`config.mk`:
```
export PLATFORM = sky130hd
export DESIGN_NAME = alu_muldiv_nbit
export DESIGN_NICKNAME = d
export VERILOG_FILES = /design/src/rtl/alu_muldiv_pkg.sv /design/src/rtl/muldiv_addsub_nbit.sv /design/src/rtl/alu_muldiv_nbit.sv
export SDC_FILE = /design/constraint.sdc
export NUM_CORES = 1
export LEC_CHECK = 0
export ABC_AREA = 1
export CAP_MARGIN = 20
export CORE_MARGIN = 8
export CORE_UTILIZATION = 44
export CTS_CLUSTER_DIAMETER = 60
export DETAILED_ROUTE_END_ITERATION = 8
export PLACE_DENSITY_LB_ADDON = 0.05
export REMOVE_ABC_BUFFERS = 1
export SYNTH_ARGS = -nofsm -noshare
export SYNTH_HDL_FRONTEND = slang
export SYNTH_HIERARCHICAL = 1
export SYNTH_SLANG_ARGS = --single-unit
```
`constraint.sdc`:
```
create_clock -name clk -period 2.81 [get_ports clk]
set_input_delay 0.562 -clock clk [delete_from_list [all_inputs] [get_ports clk]]
set_output_delay 0.562 -clock clk [all_outputs]
set_load 0.05 [all_outputs]
```
`src/rtl/alu_muldiv_pkg.sv`:
```
// alu_muldiv_pkg
// Shared definitions for the iterative RV32M multiply/divide unit:
//   op_e    - M-extension operation encodings (MUL=0 .. REMU=7)
//   state_e - sequencer states (IDLE, RUN, FIX)
//   helpers - is_div, is_rem, is_signed_a, is_signed_b
package alu_muldiv_pkg;

  typedef enum logic [2:0] {
    MUL    = 3'd0,
    MULH   = 3'd1,
    MULHSU = 3'd2,
    MULHU  = 3'd3,
    DIV    = 3'd4,
    DIVU   = 3'd5,
    REM    = 3'd6,
    REMU   = 3'd7
  } op_e;

  typedef enum logic [1:0] {
    IDLE,
    RUN,
    FIX
  } state_e;

  function automatic logic is_div(input op_e op);
    return op inside {DIV, DIVU, REM, REMU};
  endfunction

  function automatic logic is_rem(input op_e op);
    return op inside {REM, REMU};
  endfunction

  // MUL only uses the low half, which is sign-agnostic, but treating it as
  // signed keeps the sign bookkeeping identical to MULH.
  function automatic logic is_signed_a(input op_e op);
    return op inside {MUL, MULH, MULHSU, DIV, REM};
  endfunction

  function automatic logic is_signed_b(input op_e op);
    return op inside {MUL, MULH, DIV, REM};
  endfunction

endpackage

```
`src/rtl/muldiv_addsub_nbit.sv`:
```
// muldiv_addsub_nbit
// W-bit adder/subtractor with carry-out, shared by the multiply (add) and
// divide (subtract) iteration steps.
//   x, y       in  W  operands
//   sub        in  1  1: x - y, 0: x + y
//   sum        out W  result
//   carry_out  out 1  carry; for subtraction it is 1 exactly when x >= y
module muldiv_addsub_nbit #(
  parameter int W = 33
) (
  input  logic [W-1:0] x,
  input  logic [W-1:0] y,
  input  logic         sub,
  output logic [W-1:0] sum,
  output logic         carry_out
);

  logic [W-1:0] y_eff;

  assign y_eff = sub ? ~y : y;
  assign {carry_out, sum} = {1'b0, x} + {1'b0, y_eff} + {{W{1'b0}}, sub};

endmodule

```
`src/rtl/alu_muldiv_nbit.sv`:
```
// alu_muldiv_nbit
// Iterative RV32M multiply/divide unit. One operation at a time through a
// start/done handshake; N shift-add or restoring subtract-shift steps on a
// shared N+1-bit adder, then one fix-up cycle for sign and half selection.
// Optional feature macro: ALU_MULDIV_DIV_EN (divider hardware present). With
// it undefined, every divide/remainder op finishes in one cycle as all-ones.
// Ports:
//   clk     in  1  rising-edge clock
//   rst_n   in  1  synchronous active-low reset
//   start   in  1  operation request (taken in IDLE, or in FIX when not flushed)
//   op      in  3  op_e encoding
//   a, b    in  N  rs1 / rs2 operands
//   flush   in  1  abort; wins over start
//   busy    out 1  operation in progress
//   done    out 1  one-cycle result-valid pulse
//   result  out N  last result, held until replaced
module alu_muldiv_nbit
  import alu_muldiv_pkg::*;
#(
  parameter int N     = 32,
  parameter int CNT_W = $clog2(N) + 1
) (
  input  logic         clk,
  input  logic         rst_n,
  input  logic         start,
  input  logic [2:0]   op,
  input  logic [N-1:0] a,
  input  logic [N-1:0] b,
  input  logic         flush,
  output logic         busy,
  output logic         done,
  output logic [N-1:0] result
);

  localparam logic [N-1:0]     MIN_NEG   = {1'b1, {(N-1){1'b0}}};
  localparam logic [CNT_W-1:0] LAST_STEP = CNT_W'(N-1);

  state_e             state_q, state_d;
  logic [CNT_W-1:0]   cnt_q;
  op_e                op_q;
  logic               neg_q, special_q;
  logic [N-1:0]       hi_q, lo_q, opnd_q, result_q;

  op_e                op_in;
  logic               accept;
  logic               a_neg, b_neg, neg_in;
  logic [N-1:0]       a_mag, b_mag;
  logic               special_in;
  logic [N-1:0]       special_val;
  logic [N-1:0]       fix_val;
  logic [2*N-1:0]     prod, prod_fix;

  logic [N:0]         add_x, add_y, add_sum;
  logic               add_sub, add_cout;

`ifdef ALU_MULDIV_DIV_EN
  logic [N:0]         rem_q;
  logic [N:0]         shifted;
  logic               unused_rem_msb;

  // The stored remainder is always below the divisor, so its top bit stays 0;
  // the N+1-bit width matters only once it is shifted onto the adder input.
  assign shifted        = {rem_q[N-1:0], lo_q[N-1]};
  assign unused_rem_msb = rem_q[N];
`else
  logic               unused_cout;

  assign unused_cout = add_cout;
`endif

  assign op_in  = op_e'(op);
  assign a_neg  = is_signed_a(op_in) & a[N-1];
  assign b_neg  = is_signed_b(op_in) & b[N-1];
  assign a_mag  = a_neg ? -a : a;
  assign b_mag  = b_neg ? -b : b;
  assign neg_in = is_rem(op_in) ? a_neg : (a_neg ^ b_neg);

  // Cases settled without iterating; the result is preloaded into lo_q.
  always_comb begin
    special_in  = 1'b0;
    special_val = '1;
    if (is_div(op_in)) begin
`ifdef ALU_MULDIV_DIV_EN
      if (b == '0) begin
        special_in  = 1'b1;
        special_val = is_rem(op_in) ? a : '1;
      end else if (is_signed_a(op_in) && (a == MIN_NEG) && (b == '1)) begin
        special_in  = 1'b1;
        special_val = is_rem(op_in) ? '0 : a;
      end
`else
      special_in  = 1'b1;
      special_val = '1;
`endif
    end
  end

  // Adder operand steering: multiply adds the multiplicand when the current
  // multiplier bit is set; divide trial-subtracts the divisor.
  always_comb begin
    add_x   = {1'b0, hi_q};
    add_y   = lo_q[0] ? {1'b0, opnd_q} : '0;
    add_sub = 1'b0;
`ifdef ALU_MULDIV_DIV_EN
    if (is_div(op_q)) begin
      add_x   = shifted;
      add_y   = {1'b0, opnd_q};
      add_sub = 1'b1;
    end
`endif
  end

  muldiv_addsub_nbit #(.W(N+1)) u_addsub (
    .x         (add_x),
    .y         (add_y),
    .sub       (add_sub),
    .sum       (add_sum),
    .carry_out (add_cout)
  );

  // Final sign correction and half / quotient-remainder selection.
  always_comb begin
    prod     = {hi_q, lo_q};
    prod_fix = neg_q ? -prod : prod;
    fix_val  = (op_q == MUL) ? prod_fix[N-1:0] : prod_fix[2*N-1:N];
`ifdef ALU_MULDIV_DIV_EN
    if (is_div(op_q)) begin
      if (is_rem(op_q)) fix_val = neg_q ? -rem_q[N-1:0] : rem_q[N-1:0];
      else              fix_val = neg_q ? -lo_q : lo_q;
    end
`endif
    if (special_q) fix_val = lo_q;
  end

  always_ff @(posedge clk) begin
    if (!rst_n) state_q <= IDLE;
    else        state_q <= state_d;
  end

  // FIX hands straight back to a new start so back-to-back ops have no bubble.
  always_comb begin
    state_d = state_q;
    accept  = 1'b0;
    busy    = (state_q != IDLE);
    done    = 1'b0;
    result  = result_q;
    case (state_q)
      IDLE: begin
        if (start && !flush) begin
          accept  = 1'b1;
          state_d = special_in ? FIX : RUN;
        end
      end
      RUN: begin
        if (flush)                   state_d = IDLE;
        else if (cnt_q == LAST_STEP) state_d = FIX;
      end
      FIX: begin
        if (flush) begin
          state_d = IDLE;
        end else begin
          done   = 1'b1;
          result = fix_val;
          if (start) begin
            accept  = 1'b1;
            state_d = special_in ? FIX : RUN;
          end else begin
            state_d = IDLE;
          end
        end
      end
      default: state_d = IDLE;
    endcase
  end

  always_ff @(posedge clk) begin
    if (!rst_n) begin
      cnt_q     <= '0;
      op_q      <= MUL;
      neg_q     <= 1'b0;
      special_q <= 1'b0;
      hi_q      <= '0;
      lo_q      <= '0;
      opnd_q    <= '0;
      result_q  <= '0;
`ifdef ALU_MULDIV_DIV_EN
      rem_q     <= '0;
`endif
    end else begin
      if (done) result_q <= fix_val;
      if (flush) begin
        cnt_q <= '0;
      end else if (accept) begin
        op_q      <= op_in;
        neg_q     <= neg_in;
        special_q <= special_in;
        cnt_q     <= '0;
        hi_q      <= '0;
`ifdef ALU_MULDIV_DIV_EN
        rem_q     <= '0;
`endif
        if (special_in) begin
          lo_q <= special_val;
        end else if (is_div(op_in)) begin
          lo_q   <= a_mag;
          opnd_q <= b_mag;
        end else begin
          lo_q   <= b_mag;
          opnd_q <= a_mag;
        end
      end else if (state_q == RUN) begin
        cnt_q <= (cnt_q == LAST_STEP) ? '0 : cnt_q + CNT_W'(1);
`ifdef ALU_MULDIV_DIV_EN
        if (is_div(op_q)) begin
          rem_q <= add_cout ? add_sum : shifted;
          lo_q  <= {lo_q[N-2:0], add_cout};
        end else
`endif
        begin
          // Product shifts right one bit per step; the adder carry becomes
          // the new top bit of the high half.
          hi_q <= add_sum[N:1];
          lo_q <= {add_sum[0], lo_q[N-1:1]};
        end
      end
    end
  end

endmodule

```
==> impl_metrics.ini <==
[logic_synthesis]
ys_warn_count = 6
syn-cell-area_um2 = 12900
avgSynthCellArea_um2 = 5.73
netlist_instances = 2248

[clock_network]
clockBufferDepth = 2
cts_tree = done
cts-buffers-inserted = 17
cts-root-buf = clkbuf_16
clk_pin_slew_ps = 60
insertion_delay_ps = 440
cts_max_level = 4
clock_sinks = 141

[min_path]
hp-class = flop to flop
hold_depth = 2
hp-start = opnd_q[29]
hold_end = opnd_q[29]

[critical_path]
cp_common_cell = nand2_1
reg2regPathDepth = 17
rr_startpoint = lo_q[0]
cp.depth = 13
path_cells = buf_6, nor2_4, nand2_4, nor2_8, nand4_4, nand2_4, nand3_1, nand2_1, nand3_1, nand2_1, nand2_1, nand2_1, buf_12
cp_num_buf_inv = 2
slowest_stage = dfxtp_2
r2r_end = hi_q[30]
cp_data_arrival_time_ps = 2400
start_kind = flop
crit_family = simple AND/OR/NAND/NOR gates
critPathKind = flop to primary output
cp_data_required_time_ps = 2250
cp-end-kind = primary output
cp_slowest_stage_delay_ps = 330
cp_max_fo = 6
r2r_setup_slack_ps = 100

[pwr]
power.leakage_nw = 7.99
peakVddDrop_mv = 0.397
finalPower_w = 0.00663
p_per_area_nw_per_um2 = 402

[timing]
hold_ws_ps = 458
slew_headroom_pct = 33.3
worstMarginPinSlew_ps = 1000
rsz0062_at_grt = true
hold_viol = 0
report.final.slew_viol_count = 0
min_period_ps = 2960
period_share_pct = 105
tns_ps = -1990
fin_ws_ps = -152
setup_viol_count_final = 28
fmax_ghz = 0.338
clock-skew-final_ps = 11.1

[global_route]
track_usage_pct = 27.0
grt_pass1_vias = 14400
grt_pass1_wl_um = 76700
antenna_found_initial = 0
grt_max_degree = 67
overflow = 0

[layout]
most-common-layout-cells = 572 x nand2_1, 247 x inv_1, 213 x a21oi_1
stdcell_count = 2788
final_common_cell = nand2_1
syn2layout_area_growth_pct = 28.2
multi_input_area_um2 = 9480
drive_gt1_share_pct = 20.0
nets = 2499
seq_area_um2 = 2910
nFillCells = 2969
diodes = 0

[detailed_routing]
first_iter_violations = 1211
drt-pass1-iter-count = 6
viasPerCell = 5.42
finalWirelength_um = 49200
drt_drc_violations_left = 0
vias = 15100
ant_nets = 0
avgRoutedWirePerCell_um = 17.7

[floorplan]
die_area_um2 = 35000
initial_core_util_pct = 44.7
placementRows = 62
chipHeight_um = 187
coreArea_um2 = 28800
io_pins = 105
die_w_um = 187

[flow_run]
maxCapViolations = 0

[placed_design]
pre_cts_slack_ps = 25.3
dp_hpwl_um = 38200
portBuffers = 104
numPlacedInstances = 2704
place_congestion = 1.00

[run_status]
run_status = finished with violations
violations = negative setup slack
==> routing by layer <==
layer | global-route usage (%) | vias up | share of wire [%]
li1 | - | 7594 | -
met5 | 0 | - | 0
met3 | 3.82 | 122 | 4.7
met2 | 46.3 | 464 | 48
met1 | 33.2 | 6940 | 43
met4 | 12.1 | 0 | 4.5
==> stage by stage <==
| stage | cell area, µm² | utilization, % |
|---|---|---|
| after floorplan | 12500 | - |
| after global placement | 14500 | 50.4 |
| after detailed placement | 14500 | 50.4 |
| after CTS | 15800 | 54.8 |
| after global routing | 16500 | 57.3 |
| final | 16500 | 57.3 |
==> power breakdown <==
part | internal [W] | switching, W | total, W
clock network | 0.00131 | 0.000962 | 0.00227
registers | 0.00208 | 0.000137 | 0.00222
logic | 0.000792 | 0.00135 | 0.00214
total | 0.00418 | 0.00245 | 0.00663
==> area by class of cell <==
type                       instances  area share [%]
multi-input combinational       1755            57.4
sequential                       141            17.6
timing repair buffer             203            12.3
inverter                         273            6.22
tap                              384            2.91
clock buffer                      19            2.62
clock inverter                    13           0.857
==> flip-flops by register name, summed over array words and instances, names as in the netlist <==
signal	cells
hi_q	32
lo_q	32
opnd_q	32
result_q	32
cnt_q	6
op_q	3
state_q	2
neg_q	1
special_q	1
==> worst min-delay path, delay by kind of cell, from the launching register on <==
kind / cells / cell delay, ps
simple gates: 2 / 110
flops: 1 / 310
==> timing repair <==
| action | 4_1_cts | 5_1_grt |
|---|---|---|
| pin swaps | 43 | 58 |
| hold buffers | 0 | 0 |
| setup endpoints to repair | 32 | 47 |
| setup buffers | 21 | 30 |
| gates resized for setup | 181 | 158 |
| cloned | 1 | 0 |
==> how the worst max path moves through the flow <==
stage | start | end | slack, ps
after global placement | hi_q[2] | result[16] | -3
after global routing | lo_q[1] | result[0] | -270
after CTS | hi_q[2] | result[16] | -80
final | lo_q[1] | result[11] | -150
after detailed placement | b[0] | lo_q[28] | 30
after floorplan | neg_q | result[31] | -910
Note: power is estimated with default switching activity, not from simulation.
